### src/rtl/vga_timing_gen.sv
// vga_timing_gen: runtime-programmable VGA raster timing generator (hs/vs, de, x/y, sof/eol)
// with a frame-boundary shadow of the timing parameters.
package vga_pkg;
   localparam int LineCounterWidth = 11;
   localparam int PosCounterWidthX = 11;
   localparam int PosCounterWidthY = 11;

   typedef struct packed {
      logic [LineCounterWidth-1:0] visible_area;
      logic [LineCounterWidth-1:0] front_porch;
      logic [LineCounterWidth-1:0] sync_pulse;
      logic [LineCounterWidth-1:0] back_porch;
      logic                        polarity;
   } line_t;

   typedef struct packed {
      line_t h;
      line_t v;
   } vga_params_t;

   typedef struct packed {
      logic hs;
      logic vs;
   } vga_sync_t;

   typedef enum logic [1:0] {SEG_VIS, SEG_FP, SEG_SYNC, SEG_BP} seg_e;

   function automatic logic [LineCounterWidth-1:0] seg_len(input seg_e s, input line_t l);
      return (s == SEG_VIS)  ? l.visible_area :
             (s == SEG_FP)   ? l.front_porch  :
             (s == SEG_SYNC) ? l.sync_pulse   : l.back_porch;
   endfunction

   // First non-empty segment after s; visible is never empty while the raster runs.
   function automatic seg_e next_seg(input seg_e s, input line_t l);
      return (s == SEG_VIS && l.front_porch != '0)                 ? SEG_FP   :
             (s != SEG_SYNC && s != SEG_BP && l.sync_pulse != '0)  ? SEG_SYNC :
             (s != SEG_BP && l.back_porch != '0)                   ? SEG_BP   : SEG_VIS;
   endfunction
endpackage

module vga_timing_gen
   import vga_pkg::*;
#(
   parameter int LINE_W = LineCounterWidth,
   parameter int X_W    = PosCounterWidthX,
   parameter int Y_W    = PosCounterWidthY
) (
   input  logic        clk_i,
   input  logic        rst_ni,
   input  logic        en_i,
   input  vga_params_t params_i,
   output vga_sync_t   sync_o,
   output logic        de_o,
   output logic [X_W-1:0] x_o,
   output logic [Y_W-1:0] y_o,
   output logic        sof_o,
   output logic        eol_o
);
   vga_params_t     sh_q, sh_d;
   logic            run_q, run_d;
   seg_e            h_st_q, h_st_d, v_st_q, v_st_d, h_nx, v_nx;
   logic [LINE_W-1:0] h_cnt_q, h_cnt_d, v_cnt_q, v_cnt_d, h_len, v_len;
   logic            h_wrap, v_wrap, frame_end, load;
   vga_sync_t       sync_q, sync_d;
   logic            de_q, de_d, de_n, sof_q, sof_d, eol_q, eol_d;
   logic [X_W-1:0]  x_q, x_d;
   logic [Y_W-1:0]  y_q, y_d;

   always_ff @(posedge clk_i or negedge rst_ni) begin
      if (!rst_ni) begin
         sh_q    <= '0;
         run_q   <= 1'b0;
         h_st_q  <= SEG_VIS;
         v_st_q  <= SEG_VIS;
         h_cnt_q <= '0;
         v_cnt_q <= '0;
         sync_q  <= '0;
         de_q    <= 1'b0;
         x_q     <= '0;
         y_q     <= '0;
         sof_q   <= 1'b0;
         eol_q   <= 1'b0;
      end else begin
         sh_q    <= sh_d;
         run_q   <= run_d;
         h_st_q  <= h_st_d;
         v_st_q  <= v_st_d;
         h_cnt_q <= h_cnt_d;
         v_cnt_q <= v_cnt_d;
         sync_q  <= sync_d;
         de_q    <= de_d;
         x_q     <= x_d;
         y_q     <= y_d;
         sof_q   <= sof_d;
         eol_q   <= eol_d;
      end
   end

   // Next raster position; the shadow reloads when idle or on the final clock of a frame.
   always_comb begin
      h_len     = LINE_W'(seg_len(h_st_q, sh_q.h));
      v_len     = LINE_W'(seg_len(v_st_q, sh_q.v));
      h_nx      = next_seg(h_st_q, sh_q.h);
      v_nx      = next_seg(v_st_q, sh_q.v);
      h_wrap    = h_cnt_q == h_len - LINE_W'(1);
      v_wrap    = v_cnt_q == v_len - LINE_W'(1);
      frame_end = h_wrap && h_nx == SEG_VIS && v_wrap && v_nx == SEG_VIS;
      load      = en_i && (!run_q || frame_end);
      sh_d      = load ? params_i : sh_q;
      run_d     = load ? (params_i.h.visible_area != '0 && params_i.v.visible_area != '0) : run_q;
      h_st_d    = h_st_q;
      v_st_d    = v_st_q;
      h_cnt_d   = h_cnt_q;
      v_cnt_d   = v_cnt_q;
      if (load) begin
         h_st_d  = SEG_VIS;
         v_st_d  = SEG_VIS;
         h_cnt_d = '0;
         v_cnt_d = '0;
      end else if (en_i) begin
         h_st_d  = h_wrap ? h_nx : h_st_q;
         h_cnt_d = h_wrap ? '0 : h_cnt_q + LINE_W'(1);
         if (h_wrap && h_nx == SEG_VIS) begin
            v_st_d  = v_wrap ? v_nx : v_st_q;
            v_cnt_d = v_wrap ? '0 : v_cnt_q + LINE_W'(1);
         end
      end
   end

   always_comb begin
      de_n      = run_d && h_st_d == SEG_VIS && v_st_d == SEG_VIS;
      sync_d.hs = en_i ? ((run_d && h_st_d == SEG_SYNC) ? sh_d.h.polarity : ~sh_d.h.polarity) : sync_q.hs;
      sync_d.vs = en_i ? ((run_d && v_st_d == SEG_SYNC) ? sh_d.v.polarity : ~sh_d.v.polarity) : sync_q.vs;
      de_d      = en_i ? de_n : de_q;
      x_d       = en_i ? (de_n ? X_W'(h_cnt_d) : '0) : x_q;
      y_d       = en_i ? ((run_d && v_st_d == SEG_VIS) ? Y_W'(v_cnt_d) : '0) : y_q;
      sof_d     = en_i && de_n && h_cnt_d == '0 && v_cnt_d == '0;
      eol_d     = en_i && de_n && h_cnt_d == LINE_W'(sh_d.h.visible_area) - LINE_W'(1);
   end

   assign sync_o = sync_q;
   assign de_o   = de_q;
   assign x_o    = x_q;
   assign y_o    = y_q;
   assign sof_o  = sof_q;
   assign eol_o  = eol_q;
endmodule
### config.mk
export PLATFORM = sky130hd
export DESIGN_NAME = vga_timing_gen
export DESIGN_NICKNAME = d
export VERILOG_FILES = /design/src/rtl/vga_timing_gen.sv
export SDC_FILE = /design/constraint.sdc
export NUM_CORES = 1
export LEC_CHECK = 0
export ABC_AREA = 1
export CORE_ASPECT_RATIO = 0.8
export CORE_MARGIN = 4
export CORE_UTILIZATION = 52
export CTS_BUF_LIST = sky130_fd_sc_hd__clkbuf_8
export DETAILED_ROUTE_END_ITERATION = 10
export PLACE_DENSITY_LB_ADDON = 0.2
export SLEW_MARGIN = 25
export SYNTH_ARGS = -nofsm -noshare
export SYNTH_HDL_FRONTEND = slang
export SYNTH_SLANG_ARGS = --single-unit
### constraint.sdc
create_clock -name clk_i -period 3.5 [get_ports clk_i]
set_clock_uncertainty 0.15 [all_clocks]
set_input_delay 1.05 -clock clk_i [delete_from_list [all_inputs] [get_ports clk_i]]
set_output_delay 1.05 -clock clk_i [all_outputs]
set_load 0.01 [all_outputs]
==> results of run 1 <==
==> repair_timing <==
action | 4_1_cts | 5_1_grt
cloned | 2 | 13
pin swaps | 26 | 30
setup buffers | 28 | 31
resized for setup | 57 | 193
endpoints found under the setup margin | 33 | 130
==> through the flow <==
stage	instances	hold slack, ns	TNS (ns)	utilization [%]	power [W]
2_1_floorplan	1252	0.2992	-0.3029	-	0.005028
3_3_place_gp	1726	0.3157	-4.770	69.44	0.006610
3_5_place_dp	1726	0.3164	-6.998	69.44	0.006704
4_1_cts	1788	0.3373	-0.8901	73.98	0.008198
5_1_grt	1831	0.3725	-42.30	80.46	0.009705
6_report	1831	0.3403	-20.33	80.46	0.009170
==> area by class of cell <==
| type | count | area [um2] | area share [%] |
|---|---|---|---|
| well taps | 220 | 275.3 | 2.047 |
| flip-flops and latches | 144 | 3607 | 26.83 |
| repair buffers | 363 | 3438 | 25.57 |
| clock buffers | 18 | 247.7 | 1.843 |
| multi-input cells | 913 | 5166 | 38.42 |
| inverters | 159 | 618.1 | 4.597 |
| clock inverters | 14 | 92.59 | 0.6886 |
==> registers in the layout (all words and copies together) (netlist names) <==
name     count
sh_q        90
h_cnt_q     11
v_cnt_q     11
x_o         11
y_o         11
h_st_q       2
sync_o       2
v_st_q       2
de_o         1
eol_o        1
run_q        1
sof_o        1
==> synthesized netlist by cell type (all sizes together), types with 5 or more instances <==
library cell,number,area (um2)
ha,5,62.56
nor3,21,105.1
nand3,98,533.0
dfrtp,144,3603
nor2,90,483.0
or2,5,31.28
xor2,21,183.9
a21oi,19,95.09
o21ai,86,434.2
inv,158,603.1
buf,20,168.9
o211ai,5,37.54
a31oi,5,31.28
nand3b,9,71.32
nand4,19,133.9
nand2,497,2024
nor4,20,125.1
clkbuf,17,63.81
==> final timing paths <==
path                                      from                   end  slack, ns  cells after the start
max in group asynchronous               rst_ni    sh_q[89]$_DFF_PN0_       2.10                      2
min in group asynchronous               rst_ni  sh_q[25]$_DFFE_PN0P_       0.43                      1
min                         y_o[0]$_DFFE_PN0P_    y_o[0]$_DFFE_PN0P_       0.34                      2
max                        v_st_q[0]$_DFF_PN0_       eol_o$_DFF_PN0_      -0.53                     31
min reg2reg                 y_o[0]$_DFFE_PN0P_    y_o[0]$_DFFE_PN0P_       0.34                      2
max reg2reg                v_st_q[0]$_DFF_PN0_       eol_o$_DFF_PN0_      -0.53                     31
==> layout by cell type (no fill, tap or decap), types with 25 or more instances in the layout <==
master,synthesis,layout
buf_4,2,193
nand2_4,11,26
clkdlybuf4s50_1,0,118
nand3_1,91,78
dfrtp_1,144,141
nand2_2,24,67
buf_6,8,30
o21ai_1,9,25
nor2_1,68,55
inv_1,150,138
nand2_1,461,401
o21ai_0,76,46
nor2_4,18,30
==> kinds of logic after synthesis <==
kind of cell | Yosys count | share of synthesized area, %
flip-flops | 144 | 40.38
AO/OA/AOI/OAI | 123 | 7.584
buffers and inverters | 196 | 9.421
adder cells (fa/ha/maj) | 5 | 0.7010
XOR/XNOR | 25 | 2.622
AND/OR/NAND/NOR | 759 | 39.30
==> critical path: cells and delay by family (launching register included) <==
family        cells  cell delay, ns
buf+inv           6            0.79
simple gates     25            2.62
flops             1            0.41
==> routing by layer <==
metal / vias to the layer above / track usage, % / routed length [um]
li1: 4666 / - / -
met3: 124 / 5.527 / 2702
met4: 0 / 8.255 / 1246
met5: - / 0 / 0
met1: 4831 / 41.28 / 13450
met2: 531 / 44.89 / 15370
==> power groups by stage <==
stage / sequential (W) / combinational [W] / clock [W]
after detailed placement: 0.00275 / 0.00396 / 0
after global placement: 0.00274 / 0.00387 / 0
after global routing: 0.00286 / 0.00558 / 0.00127
final: 0.00281 / 0.00516 / 0.00120
after floorplan: 0.00261 / 0.00242 / 0
after CTS: 0.00273 / 0.00428 / 0.00120
==> flow_summary.json, run 1 <==
{
  "slew_headroom_pct": 53.60,
  "setup_ws_ns": -0.5343,
  "internal_power_w": 0.005113,
  "cts_tree": "yes",
  "async_reset_ff_share_pct": 100.0,
  "ys_seq_area_share_pct": 40.38,
  "rows": 42,
  "drv_slew": 0,
  "syn_inst": 1252,
  "yosysWarnings": 0,
  "hold_viol": 0,
  "ant_nets": 0,
  "grt_pass1_wl_um": 45080,
  "cap_violations": 0,
  "synth_edf_count": 0,
  "routabilityCongestion": 0.9305,
  "finalCritPeriodShare_pct": 115.3,
  "cpMostUsedCell": "nand2_1",
  "die_area_mm2": 0.01934,
  "dp_slack_ns": -0.4252,
  "viasPerCell": 5.545,
  "seqPwrFrac_pct": 30.7,
  "p_sw_w": 0.004058,
  "worstSetupPathType": "reg2reg",
  "grt_start_max_net_pins": 72,
  "synth_ff_type": "dfrtp_1",
  "finalWirelength_um": 32760,
  "antenna_cells": 0,
  "drc": 0,
  "slowest_stage": "dfrtp_1",
  "hold_buffers": 0,
  "io_buffers": 119,
  "fin_area_mm2": 0.01345,
  "numCtsBuffers": 17,
  "drive_gt1_share_pct": 30.48,
  "violations": "setup timing",
  "irDropWorstVdd_uv": 398.0,
  "antenna_found_initial": 0,
  "pwr-share-comb_pct": 56.3,
  "status": "complete, but fails checks",
  "design.core.area_mm2": 0.01671,
  "chipHeight_um": 125.2,
  "hold_class": "reg2reg",
  "crit_fanout": 6,
  "leakagePower_nw": 6.698,
  "final-setup-viol-count": 116,
  "io_pins": 120,
  "netSwitchingFraction_pct": 44.25,
  "yosysUniqueCellTypes": 46,
  "cts-root-buf": "clkbuf_8",
  "vias": 10150,
  "grt-ovfl-total": 0,
  "grt_pass1_vias": 9018,
  "dpl_cell_area_mm2": 0.01160,
  "fin_crit_ns": 4.034,
  "n_fill_cell": 1107,
  "area_growth_pct": 50.65,
  "power_frac_clock_pct": 13.1,
  "hpwl_um": 21340,
  "netlist_area_mm2": 0.008925,
  "clock_latency_ns": 0.47,
  "clock-sinks": 144,
  "wl_per_cell_um": 17.89,
  "rsz0062_at_grt": "yes",
  "h-tree-depth": 4,
  "endpoint_kind": "flop",
  "max_freq_mhz": 247.9,
  "synth-seq-cells": 144,
  "clk_pin_slew_ns": 0.08,
  "slowest_delay_ns": 0.41,
  "gr-usage-all-layers_pct": 28.82,
  "start_kind": "flop",
  "syn_avg_cell_area_um2": 7.128,
  "worstPathRequired_ns": 3.74,
  "powerDensity_mw_per_mm2": 682.0,
  "worstPathArrival_ns": 4.28,
  "drt_pass1_iterations": 6,
  "fin_nets": 1696,
  "die_w_um": 154.5,
  "tightest_slew_ns": 0.6870,
  "synth_nets": 1350,
  "drt_iter0_drc": 988,
  "clk_path_buf_depth": 2,
  "initial_core_util_pct": 53.41
}
Power figures use the tool's default switching activity.
==> inputs of run 2 (changes only) <==
--- a/config.mk
+++ b/config.mk
@@ -11,7 +11,7 @@
 export CORE_UTILIZATION = 52
 export CTS_BUF_LIST = sky130_fd_sc_hd__clkbuf_8
 export DETAILED_ROUTE_END_ITERATION = 10
-export PLACE_DENSITY_LB_ADDON = 0.2
+export PLACE_DENSITY = 0.84
 export SLEW_MARGIN = 25
 export SYNTH_ARGS = -nofsm -noshare
 export SYNTH_HDL_FRONTEND = slang
==> run 2 against run 1 <==
  * The run still ends with setup timing left
  * Final cell count down 0.22%
  * Non-clock buffer count down 4
  * Worst setup slack worse by 0.065 ns
  * Combinational power up 1%
  * Largest cell class unchanged
  * Highest routed layer unchanged
==> flow_summary.json, run 2 (synthesized netlist as in run 1, its figures left out) <==
{
  "status": "complete, but fails checks",
  "violations": "setup timing",
  "start_kind": "flop",
  "crit_path_end": "eol_o$_DFF_PN0_",
  "die_w_um": 154.5,
  "final-setup-viol-count": 117,
  "r2r_end": "eol_o$_DFF_PN0_",
  "cap_violations": 0,
  "clk_pin_slew_ns": 0.09,
  "multi_input_area_mm2": 0.005117,
  "r2r-start": "h_st_q[1]$_DFF_PN0_",
  "gr-usage-all-layers_pct": 30.74,
  "finalCritPeriodShare_pct": 117.1,
  "clk_path_buf_depth": 2,
  "drc": 0,
  "dp_slack_ns": -0.4542,
  "grt-ovfl-total": 0,
  "leakagePower_nw": 6.752,
  "grt_pass1_wl_um": 47810,
  "initial_core_util_pct": 53.41,
  "dpl_cell_area_mm2": 0.01156,
  "ant_nets": 0,
  "fin_area_mm2": 0.01348,
  "fin_crit_ns": 4.099,
  "startpoint": "h_st_q[1]$_DFF_PN0_",
  "powerDensity_mw_per_mm2": 702.3,
  "numCtsBuffers": 17,
  "cts_tree": "yes",
  "final_common_cell": "nand2_1",
  "drt_iter0_drc": 1060,
  "hpwl_um": 22130,
  "top_register": "sh_q",
  "rows": 42,
  "die_area_mm2": 0.01934,
  "clock-sinks": 144,
  "post-route-util_pct": 80.69,
  "design.core.area_mm2": 0.01671,
  "fin_setup_tns_ns": -43.85,
  "area_growth_pct": 51.09,
  "worstPathRequired_ns": 3.76,
  "drt_pass1_iterations": 6,
  "slew_headroom_pct": 54.65,
  "clock_latency_ns": 0.47,
  "fin_nets": 1692,
  "io_buffers": 119,
  "setup_ws_ns": -0.5992,
  "routabilityCongestion": 0.9820,
  "endpoint_kind": "flop",
  "worstPathArrival_ns": 4.36,
  "h-tree-depth": 4,
  "viasPerCell": 5.723,
  "wl_per_cell_um": 18.84,
  "irDropWorstVdd_uv": 367.8,
  "max_freq_mhz": 243.9,
  "antenna_cells": 0,
  "worstSetupPathType": "reg2reg",
  "finalWirelength_um": 34420,
  "io_pins": 120,
  "power.total_w": 0.009470,
  "final_cell_mix": "nand2_1, buf_4, dfrtp_1, inv_1, clkdlybuf4s50_1",
  "crit_fanout": 4,
  "regArea_mm2": 0.003607,
  "tightest_slew_ns": 0.6778,
  "hold_class": "reg2reg",
  "chipHeight_um": 125.2,
  "hold_viol": 0,
  "drv_slew": 0,
  "largest_register_ffs": 90,
  "drive_gt1_share_pct": 29.25,
  "grt_start_max_net_pins": 60,
  "reg2reg_depth": 26,
  "vias": 10460,
  "cts-root-buf": "clkbuf_8",
  "rsz0062_at_grt": "yes",
  "grt_pass1_vias": 9668,
  "antenna_found_initial": 0,
  "reg2reg_setup_slack_ns": -0.60,
  "n_fill_cell": 1007
}
## run 2: cell count changes in the layout (fill, tap and decap cells not counted), sizes merged
cell / previous run / this run
clkinvlp: 4 / 2
bufinv: 0 / 3
clkbuf: 27 / 24
buf: 236 / 235
clkinv: 6 / 5
## run 2: layer usage
metal | global-route usage [%] | up-vias | wire, um
met4 | 10.38 | 0 | 1756
met5 | 0 | - | 0
li1 | - | 4658 | -
met1 | 40.30 | 4828 | 13210
met2 | 49.77 | 751 | 15890
met3 | 8.117 | 219 | 3557
## run 2: critical path, cell delays in order, from the launching register on
cell and delay (ns):
dfrtp_2 0.48, buf_6 0.15, nor2_4 0.15, inv_2 0.07, nor2_4 0.11, nor2_4 0.06, ha_4 0.26, xor2_1 0.14
nand3_1 0.14, nor2_2 0.20, nand2_2 0.10, nor2_4 0.14, nand3_4 0.09, buf_4 0.18, nor3_4 0.30, nand4_1 0.17
nand2_1 0.18, inv_1 0.09, o21ai_2 0.18, nand3_4 0.12, nor2_1 0.13, nand2_1 0.07, nor2_1 0.08, nand2_1 0.05
nor2_1 0.08, nand2_1 0.06, nor2_1 0.08
## run 2: worst min path at each step
stage	startpoint	slack, ns	depth (start not counted)	end
final	y_o[0]$_DFFE_PN0P_	0.34	2	y_o[0]$_DFFE_PN0P_
after global routing	sh_q[37]$_DFFE_PN0P_	0.37	2	sh_q[37]$_DFFE_PN0P_
after global placement	sh_q[44]$_DFFE_PN0P_	0.31	2	sh_q[44]$_DFFE_PN0P_
after detailed placement	y_o[5]$_DFFE_PN0P_	0.32	2	y_o[5]$_DFFE_PN0P_
after CTS	sh_q[44]$_DFFE_PN0P_	0.34	2	sh_q[44]$_DFFE_PN0P_
after floorplan	sh_q[34]$_DFFE_PN0P_	0.30	2	sh_q[34]$_DFFE_PN0P_
## run 2: power by group
part / switching, W / internal, W
combinational: 0.00288 / 0.00233
clock: 0.000726 / 0.000737
sequential: 0.000531 / 0.00226
## run 2: final cells by class
| class | count | area share (%) |
|---|---|---|
| Clock buffer | 18 | 1.837 |
| Multi-Input combinational cell | 913 | 37.95 |
| Inverter | 159 | 4.528 |
| Sequential cell | 144 | 26.75 |
| Tap cell | 220 | 2.041 |
| Clock inverter | 14 | 1.327 |
| Timing Repair Buffer | 359 | 25.56 |
## run 2: repair_timing
action,CTS,global route
gates resized for setup,100,126
hold buffers,0,0
setup buffers,38,33
gates cloned,2,6
setup endpoints to repair,100,138
pin swaps,37,40
## run 2: through the flow
| stage | instances | hold slack, ns |
|---|---|---|
| global route | 1827 | 0.3683 |
| floorplan | 1252 | 0.2992 |
| detailed placement | 1718 | 0.3156 |
| global placement | 1718 | 0.3149 |
| finish | 1827 | 0.3391 |
| CTS | 1790 | 0.3388 |
